<file path="src/rtl/inv_bvashr_pkg.sv">
// Shared types for the inverse arithmetic-shift solver: FSM states and mode encodings.
package inv_bvashr_pkg;

    typedef enum logic [1:0] {
        IDLE   = 2'd0,
        SEARCH = 2'd1,
        DONE   = 2'd2
    } state_t;

    localparam logic MODE_X_SHIFTED = 1'b0;  // solve x >>> s == t
    localparam logic MODE_X_AMOUNT  = 1'b1;  // solve s >>> x == t

endpackage

</file>
<file path="src/rtl/inv_bvashr_solver_if.sv">
// Request/result handshake bundle for the solver; master = requester, slave = solver.
interface inv_bvashr_solver_if #(parameter int W = 4);
    logic         start_valid;
    logic         start_ready;
    logic         mode;
    logic [W-1:0] s;
    logic [W-1:0] t;
    logic         res_valid;
    logic         res_ready;
    logic [W-1:0] x;
    logic         found;

    modport master (
        output start_valid, mode, s, t, res_ready,
        input  start_ready, res_valid, x, found
    );

    modport slave (
        input  start_valid, mode, s, t, res_ready,
        output start_ready, res_valid, x, found
    );
endinterface

</file>
<file path="src/rtl/inv_bvashr_shift.sv">
// Combinational arithmetic right shift; amounts >= W saturate to W copies of the MSB.
module inv_bvashr_shift #(
    parameter int W = 4
) (
    input  logic [W-1:0] value,
    input  logic [W-1:0] amount,
    output logic [W-1:0] shifted
);
    always_comb begin
        if (32'(amount) >= W) shifted = {W{value[W-1]}};
        else                  shifted = $signed(value) >>> amount;
    end
endmodule

</file>
<file path="src/rtl/inv_bvashr_solver.sv">
// Inverse solver for arithmetic right shift: finds the shifted value (mode 0, one cycle)
// or the smallest shift amount (mode 1, linear search k = 0..W).
import inv_bvashr_pkg::*;

module inv_bvashr_solver #(
    parameter int W = 4
) (
    input  logic                 clk,
    input  logic                 rst_n,
    inv_bvashr_solver_if.slave   bus
);
    localparam int KW = $clog2(W + 1);

    state_t        state;
    logic          mode_q;
    logic [W-1:0]  s_q, t_q;
    logic [KW-1:0] k;
    logic [W-1:0]  x_q;
    logic          found_q;

    logic [W-1:0]  xcand, sh_val, sh_amt, sh_out;
    logic          hit, last;

    // Mode 0 reuses the shifter as a round-trip check: the candidate t << s solves the
    // equation exactly when shifting it back reproduces t (also covers s >= W).
    always_comb begin
        xcand = (32'(s_q) >= W) ? {W{t_q[W-1]}} : (t_q << s_q);
        if (mode_q == MODE_X_SHIFTED) begin
            sh_val = xcand;
            sh_amt = s_q;
        end else begin
            sh_val = s_q;
            sh_amt = W'(k);
        end
        hit  = (sh_out == t_q);
        last = (32'(k) == W);
    end

    inv_bvashr_shift #(.W(W)) u_shift (
        .value   (sh_val),
        .amount  (sh_amt),
        .shifted (sh_out)
    );

    always_ff @(posedge clk or negedge rst_n) begin
        if (!rst_n) begin
            state   <= IDLE;
            mode_q  <= 1'b0;
            s_q     <= '0;
            t_q     <= '0;
            k       <= '0;
            x_q     <= '0;
            found_q <= 1'b0;
        end else begin
            case (state)
                IDLE: begin
                    if (bus.start_valid) begin
                        mode_q <= bus.mode;
                        s_q    <= bus.s;
                        t_q    <= bus.t;
                        k      <= '0;
                        state  <= SEARCH;
                    end
                end
                SEARCH: begin
                    if (mode_q == MODE_X_SHIFTED) begin
                        x_q     <= hit ? xcand : '0;
                        found_q <= hit;
                        state   <= DONE;
                    end else if (hit) begin
                        x_q     <= W'(k);
                        found_q <= 1'b1;
                        state   <= DONE;
                    end else if (last) begin
                        x_q     <= '0;
                        found_q <= 1'b0;
                        state   <= DONE;
                    end else begin
                        k <= k + 1'b1;
                    end
                end
                DONE: begin
                    if (bus.res_ready) begin
                        x_q     <= '0;
                        found_q <= 1'b0;
                        state   <= IDLE;
                    end
                end
                default: state <= IDLE;
            endcase
        end
    end

    assign bus.start_ready = (state == IDLE);
    assign bus.res_valid   = (state == DONE);
    assign bus.x           = x_q;
    assign bus.found       = found_q;
endmodule

</file>
<file path="src/flat_wrapper.sv">
// flat-port wrapper written by rule: the top's interface ports become plain ports
module inv_bvashr_solver_flat 
#(
    parameter int W = 4
)
  (clk, rst_n, bus_start_valid, bus_mode, bus_s, bus_t, bus_res_ready, bus_start_ready, bus_res_valid, bus_x, bus_found);
  inv_bvashr_solver_if #(.W(W)) bus_i ();
  input  logic clk;
  input  logic rst_n;
  input wire logic [$bits(bus_i.start_valid)-1:0] bus_start_valid;
  input wire logic [$bits(bus_i.mode)-1:0] bus_mode;
  input wire logic [$bits(bus_i.s)-1:0] bus_s;
  input wire logic [$bits(bus_i.t)-1:0] bus_t;
  input wire logic [$bits(bus_i.res_ready)-1:0] bus_res_ready;
  output wire logic [$bits(bus_i.start_ready)-1:0] bus_start_ready;
  output wire logic [$bits(bus_i.res_valid)-1:0] bus_res_valid;
  output wire logic [$bits(bus_i.x)-1:0] bus_x;
  output wire logic [$bits(bus_i.found)-1:0] bus_found;
  assign bus_i.start_valid = bus_start_valid;
  assign bus_i.mode = bus_mode;
  assign bus_i.s = bus_s;
  assign bus_i.t = bus_t;
  assign bus_i.res_ready = bus_res_ready;
  assign bus_start_ready = bus_i.start_ready;
  assign bus_res_valid = bus_i.res_valid;
  assign bus_x = bus_i.x;
  assign bus_found = bus_i.found;
  inv_bvashr_solver #(.W(W)) u_core (.clk(clk), .rst_n(rst_n), .bus(bus_i));
endmodule
</file>
<file path="config.mk">
export PLATFORM = sky130hd
export DESIGN_NAME = inv_bvashr_solver_flat
export DESIGN_NICKNAME = d
export VERILOG_FILES = /design/src/rtl/inv_bvashr_pkg.sv /design/src/rtl/inv_bvashr_solver_if.sv /design/src/rtl/inv_bvashr_shift.sv /design/src/rtl/inv_bvashr_solver.sv /design/src/flat_wrapper.sv
export SDC_FILE = /design/constraint.sdc
export NUM_CORES = 1
export LEC_CHECK = 0
export ABC_CLOCK_PERIOD_IN_PS = 3900
export CORE_MARGIN = 2
export CORE_UTILIZATION = 40
export CTS_BUF_LIST = sky130_fd_sc_hd__clkbuf_16
export DETAILED_ROUTE_END_ITERATION = 10
export GPL_ROUTABILITY_DRIVEN = 0
export SETUP_SLACK_MARGIN = 0.3
export SYNTH_ARGS = -nofsm -noshare
export SYNTH_HDL_FRONTEND = slang
export SYNTH_SLANG_ARGS = --single-unit
</file>
<file path="constraint.sdc">
create_clock -name clk -period 3.9 [get_ports clk]
set_input_delay 0.975 -clock clk [delete_from_list [all_inputs] [get_ports clk]]
set_output_delay 0.975 -clock clk [all_outputs]
set_load 0.005 [all_outputs]
</file>
# == Word level (Yosys, flattened, before mapping) ==
# Cells that the tools add are included.
# totals
reg_bits,19
out_inout_bits,7
# op_classes
add_sub_neg,1
order_cmp,2
eq_ne,10
n_shift,2
muxes,26
reduce_logical,7
# op_table
op,n
two-way mux 4 bit,9
two-way mux 3 bit,4
two-way mux 2 bit,5
">= comparator 4 x 3 -> 1 bit, second input constant",2
"!= test 2 bit, second input constant",4
case mux 4 bit (2 select lines),1
case mux 2 bit (3 select lines),1
case mux 3 bit (2 select lines),1
AND reduction 3 bit,2
AND reduction 5 bit,1
== test 4 bit,1
two-way mux 1 bit,4
"!= test 4 bit, second input constant",1
nonzero test 2 bit,2
left shift 4 x 4 -> 4 bit,1
>>> shifter 4 x 4 -> 4 bit,1
"adder 3 x 1 -> 3 bit, second input constant",1
"== test 3 bit, second input constant",1
"== test 2 x 1 -> 1 bit, second input constant",1
"== test 2 bit, second input constant",1
logical NOT 2 bit,1
"!= test 2 x 1 -> 1 bit, second input constant",1
case mux 1 bit (2 select lines),1
AND reduction 2 bit,1

# == Depth between registers and ports, before layout ==
# depth
ltp_word,9
mapped_depth,10
ltp_nobuf,8

# == Modules after synthesis ==
# From an unflattened synthesis, not the netlist that was laid out.
# hier_totals
hier_cells,133
area_unflattened_um2,1336.3
# by_module_without_submodules
mod,n_inst,cells_each,area_per_inst_um2,seq_area_each_um2
inv_bvashr_solver,1,119,1242.4,475.5
inv_bvashr_shift,1,14,93.8,0.0

# == Least setup slack after synthesis ==
# Ideal clock, no wire load.
# synth_timing
path_kind,register to register
from,register u_core.s_q[1]
to,register u_core.x_q[0] (netlist: u_core.bus.x[0])
setup_ns,0.121
t_arrival_ns,2.580
required_ns,3.779
setup_slack_ns,1.199
stages_incl_launch_ff,11
n_path_buf,2
synth_period_minus_slack_ns,2.701
path_cell_list,dfrtp_1 -> buf_2 -> nor3_1 -> a22oi_1 -> a22oi_1 -> nor2_1 -> a2111o_1 -> or4_1 -> buf_6 -> a31o_4 -> a22o_1
# synth_via
elab_chain_cells,9
# synth_rtl
element,line,source
"start, declared",inv_bvashr_solver.sv:16,"logic [W-1:0] s_q, t_q;"
"start signal, assigned",inv_bvashr_solver.sv:59,s_q <= bus.s;
>= comparator 4 x 3 -> 1 bit or left shift 4 x 4 -> 4 bit (tied branches),inv_bvashr_solver.sv:27,xcand = (32'(s_q) >= W) ? {W{t_q[W-1]}} : (t_q << s_q);
two-way mux 4 bit,inv_bvashr_solver.sv:27,
two-way mux 4 bit,inv_bvashr_solver.sv:28,if (mode_q == MODE_X_SHIFTED) begin
>>> shifter 4 x 4 -> 4 bit,inv_bvashr_shift.sv:11,else shifted = $signed(value) >>> amount;
two-way mux 4 bit,inv_bvashr_shift.sv:10,if (32'(amount) >= W) shifted = {W{value[W-1]}};
== test 4 bit,inv_bvashr_solver.sv:35,hit = (sh_out == t_q);
two-way mux 4 bit (on tied branches),"inv_bvashr_solver.sv:67, inv_bvashr_solver.sv:70",
two-way mux 4 bit,inv_bvashr_solver.sv:66,if (mode_q == MODE_X_SHIFTED) begin
case mux 4 bit (2 select lines),inv_bvashr_solver.sv:55,case (state)
"end signal, assigned",inv_bvashr_solver.sv:67,x_q <= hit ? xcand : '0;
"end signal, assigned",inv_bvashr_solver.sv:71,x_q <= W'(k);
"end, declared",inv_bvashr_solver.sv:18,logic [W-1:0] x_q;
# Several ways; a longest one is shown, not always the timed one.
# A chain may end at the register's enable or synchronous reset.

# == Worst setup path in the final report ==
# Same ends and word-level chain as after synthesis.

==> results.yml <==
status:
  status: "complete, no violations"
grt:
  grt-ovfl-total: 0
  grt.busiest_layer: "met2"
  antenna_found_initial: 0
  grt_pass1_vias: 1220
  grt_use_total_pct: 17.44
  use_met1_pct: 21.86
  grt_pass1_wl_um: 5678
  use_met2_pct: 30.21
  grtUsageMet3_pct: 2.083
  grt_start_max_net_pins: 20
critical_path:
  arrival_ns: 3.41
  cp_max_fo: 11
  worstSetupPathType: "reg -> reg"
  worstReg2RegEnd: "u_core.bus.x[0]"
  worst-r2r-setup-slack_ns: 0.63
  cpPeakStageDelay_ns: 0.61
  critPathLaunch: "u_core.s_q[1]"
  critPathSlowestCell: "or4_1"
  endpoint: "u_core.bus.x[0]"
  crit_top_cell: "a22oi_1"
  r2r_start: "u_core.s_q[1]"
  r2r_cells: 8
  path_cells: "nor3b_1, a22oi_1, a22oi_1, nor2_1, a2111o_1, or4_1, a31o_4, a22o_1"
  worst_setup_path_start_kind: "register"
  cp.required_ns: 4.04
  cp-end-kind: "register"
route:
  wl_per_cell_um: 14.95
  dr_total_vias: 1220
  viasPerCell: 5.596
  remaining_drc_errors: 0
  drt_wl_total_um: 3259
  postRouteAntennaNets: 0
  first_pass_iters: 4
  drtIter0Drc: 100
clock_network:
  post_cts_buffers: 0
  cts_hold_buf: 0
  cts_sinks: 19
  root_buffer: "clkbuf_16"
  clock_path_buffers: 2
  clk_pin_slew_worst_paths_ns: 0.05
  cts.repair.resized: 0
  worstSkewPairLatency_ns: 0.25
  cts_made_buffers: 3
  tritoncts: "built"
  htree_levels: 1
synthesis:
  synth_cell_types: 52
  synth_nets: 173
  synth_edf_count: 0
  syn_area_per_cell_sq_um: 9.501
  yosysWarnings: 0
  syn_inst: 155
  synthArstFlopShare_pct: 100.0
  synth_ff_type: "dfrtp_1"
  yosysSeqAreaShare_pct: 32.29
  syn_area_sq_um: 1473
  synth_seq_cells: 19
floorplan:
  top_level_ports: 20
  die_y_um: 64.68
  die_w_um: 64.68
  core_area_sq_um: 3606
  die-area_sq_um: 4183
  fp-row-count: 22
  initial_core_util_pct: 40.84
place:
  portBuffers: 19
  hpwl_um: 2437
  preCtsSetupSlack_ns: 0.7160
power:
  vdd_drop_max_mv: 0.3501
  power.leakage_uw: 0.0007160
  powerDensity_nw_per_um2: 922.8
sta:
  finalCritPeriodShare_pct: 83.89
  fmax_mhz: 305.6
  setup_ws_ns: 0.6281
  finalSetupTns_ns: 0
  rsz0062_at_grt: "false"
  min_period_ns: 3.272
  slew_violations: 0
  setup_viol: 0
  hold_viol: 0
  skew_ns: 0.001945
  slew_headroom_pct: 40.10
  tightest_slew_ns: 0.8957
job:
  cap_violations: 0
final_layout:
  final_cell_mix: "clkdlybuf4s50_1 (19), dfrtp_1 (19), nand2_1 (14)"
  syn2layout_area_growth_pct: 18.10
  antenna_cells: 0
  drive_above_1_share_pct: 15.29
  nNetsFinal: 189
min_path:
  worstHoldPathType: "reg -> reg"
## kinds of logic (layout without fill, tap and decap cells)
family | Yosys count | after routing | share of synthesized area, %
AND/OR/NAND/NOR | 51 | 51 | 19.54
flip-flops | 19 | 19 | 32.29
XOR/XNOR | 2 | 2 | 1.190
buffers and inverters | 15 | 30 | 6.033
AO/OA/AOI/OAI | 48 | 48 | 25.32
multiplexers | 15 | 15 | 11.38
adder cells (fa/ha/maj) | 5 | 5 | 4.248
## worst max-delay path, delay by kind of cell, from the launching register on
family	cells	cell delay (ns)
AO/OA/AOI/OAI	5	1.54
AND/OR/NAND/NOR	3	1.05
flip-flops	1	0.57
## how the worst min path moves through the flow
stage                           from               end  slack [ns]  cells after the start
global route        u_core.bus.found  u_core.bus.found        0.50                      1
CTS                 u_core.bus.found  u_core.bus.found        0.49                      1
floorplan           u_core.bus.found  u_core.bus.found        0.48                      1
detailed placement  u_core.bus.found  u_core.bus.found        0.48                      1
finish              u_core.bus.found  u_core.bus.found        0.49                      1
global placement    u_core.bus.found  u_core.bus.found        0.48                      1
## metal layers
layer / wire length, um / share of wire [%]
met3: 75 / 2.3
met2: 1604 / 49
met1: 1546 / 47
met5: 0 / 0
met4: 33 / 1.0
## flip-flops by register name, indices dropped and copies added, names as in the netlist
| signal | count |
|---|---|
| u_core.bus.x | 4 |
| u_core.s_q | 4 |
| u_core.t_q | 4 |
| u_core.k | 3 |
| u_core.state | 2 |
| u_core.bus.found | 1 |
| u_core.mode_q | 1 |
## final cells by class
type,instances,area [sq um]
clock buffer,3,75.07
clock inverter,1,3.754
fill,337,1867
inverter,7,26.28
multi-input combinational,121,908.4
sequential,19,475.5
tap,48,60.06
timing repair buffer,19,190.2
## cell usage after synthesis, types with 2 or more instances
cell | instances | share of area [%]
o21ai_0 | 13 | 4.4
nand2_1 | 14 | 3.6
nor2b_1 | 3 | 1.3
mux2i_1 | 4 | 2.7
clkbuf_1 | 2 | 0.51
a22o_2 | 2 | 1.4
a22oi_1 | 2 | 1.0
nand2b_1 | 3 | 1.3
buf_2 | 2 | 0.68
nor4_1 | 2 | 0.85
a21oi_1 | 7 | 2.4
dfrtp_1 | 19 | 32
a21boi_0 | 2 | 1.0
ha_1 | 5 | 4.2
or2_2 | 2 | 0.85
inv_1 | 7 | 1.8
a22o_1 | 3 | 1.8
mux2_2 | 10 | 7.6
buf_6 | 4 | 3.1
nor2_1 | 10 | 2.5
and2_1 | 2 | 0.85
nor3b_1 | 4 | 2.0
nand3_1 | 3 | 1.0
o211ai_1 | 2 | 1.0
## per-stage QoR
step	power (uW)	util, %	cells	area (sq um)	hold WS (ns)
after floorplan	1200	-	155	1473	0.4818
after global placement	1384	46.04	214	1660	0.4767
after detailed placement	1386	46.04	214	1660	0.4820
after CTS	1605	48.23	218	1739	0.4945
after global routing	1737	48.23	218	1739	0.4992
final	1605	48.23	218	1739	0.4851
## where the power goes
group	leakage, uW	internal [uW]	switching (uW)	total (uW)
combinational	0.000433	474	462	936
clock	0.0000423	136	72.0	208
sequential	0.000241	284	177	460
Note: power is estimated with default switching activity, not from simulation.
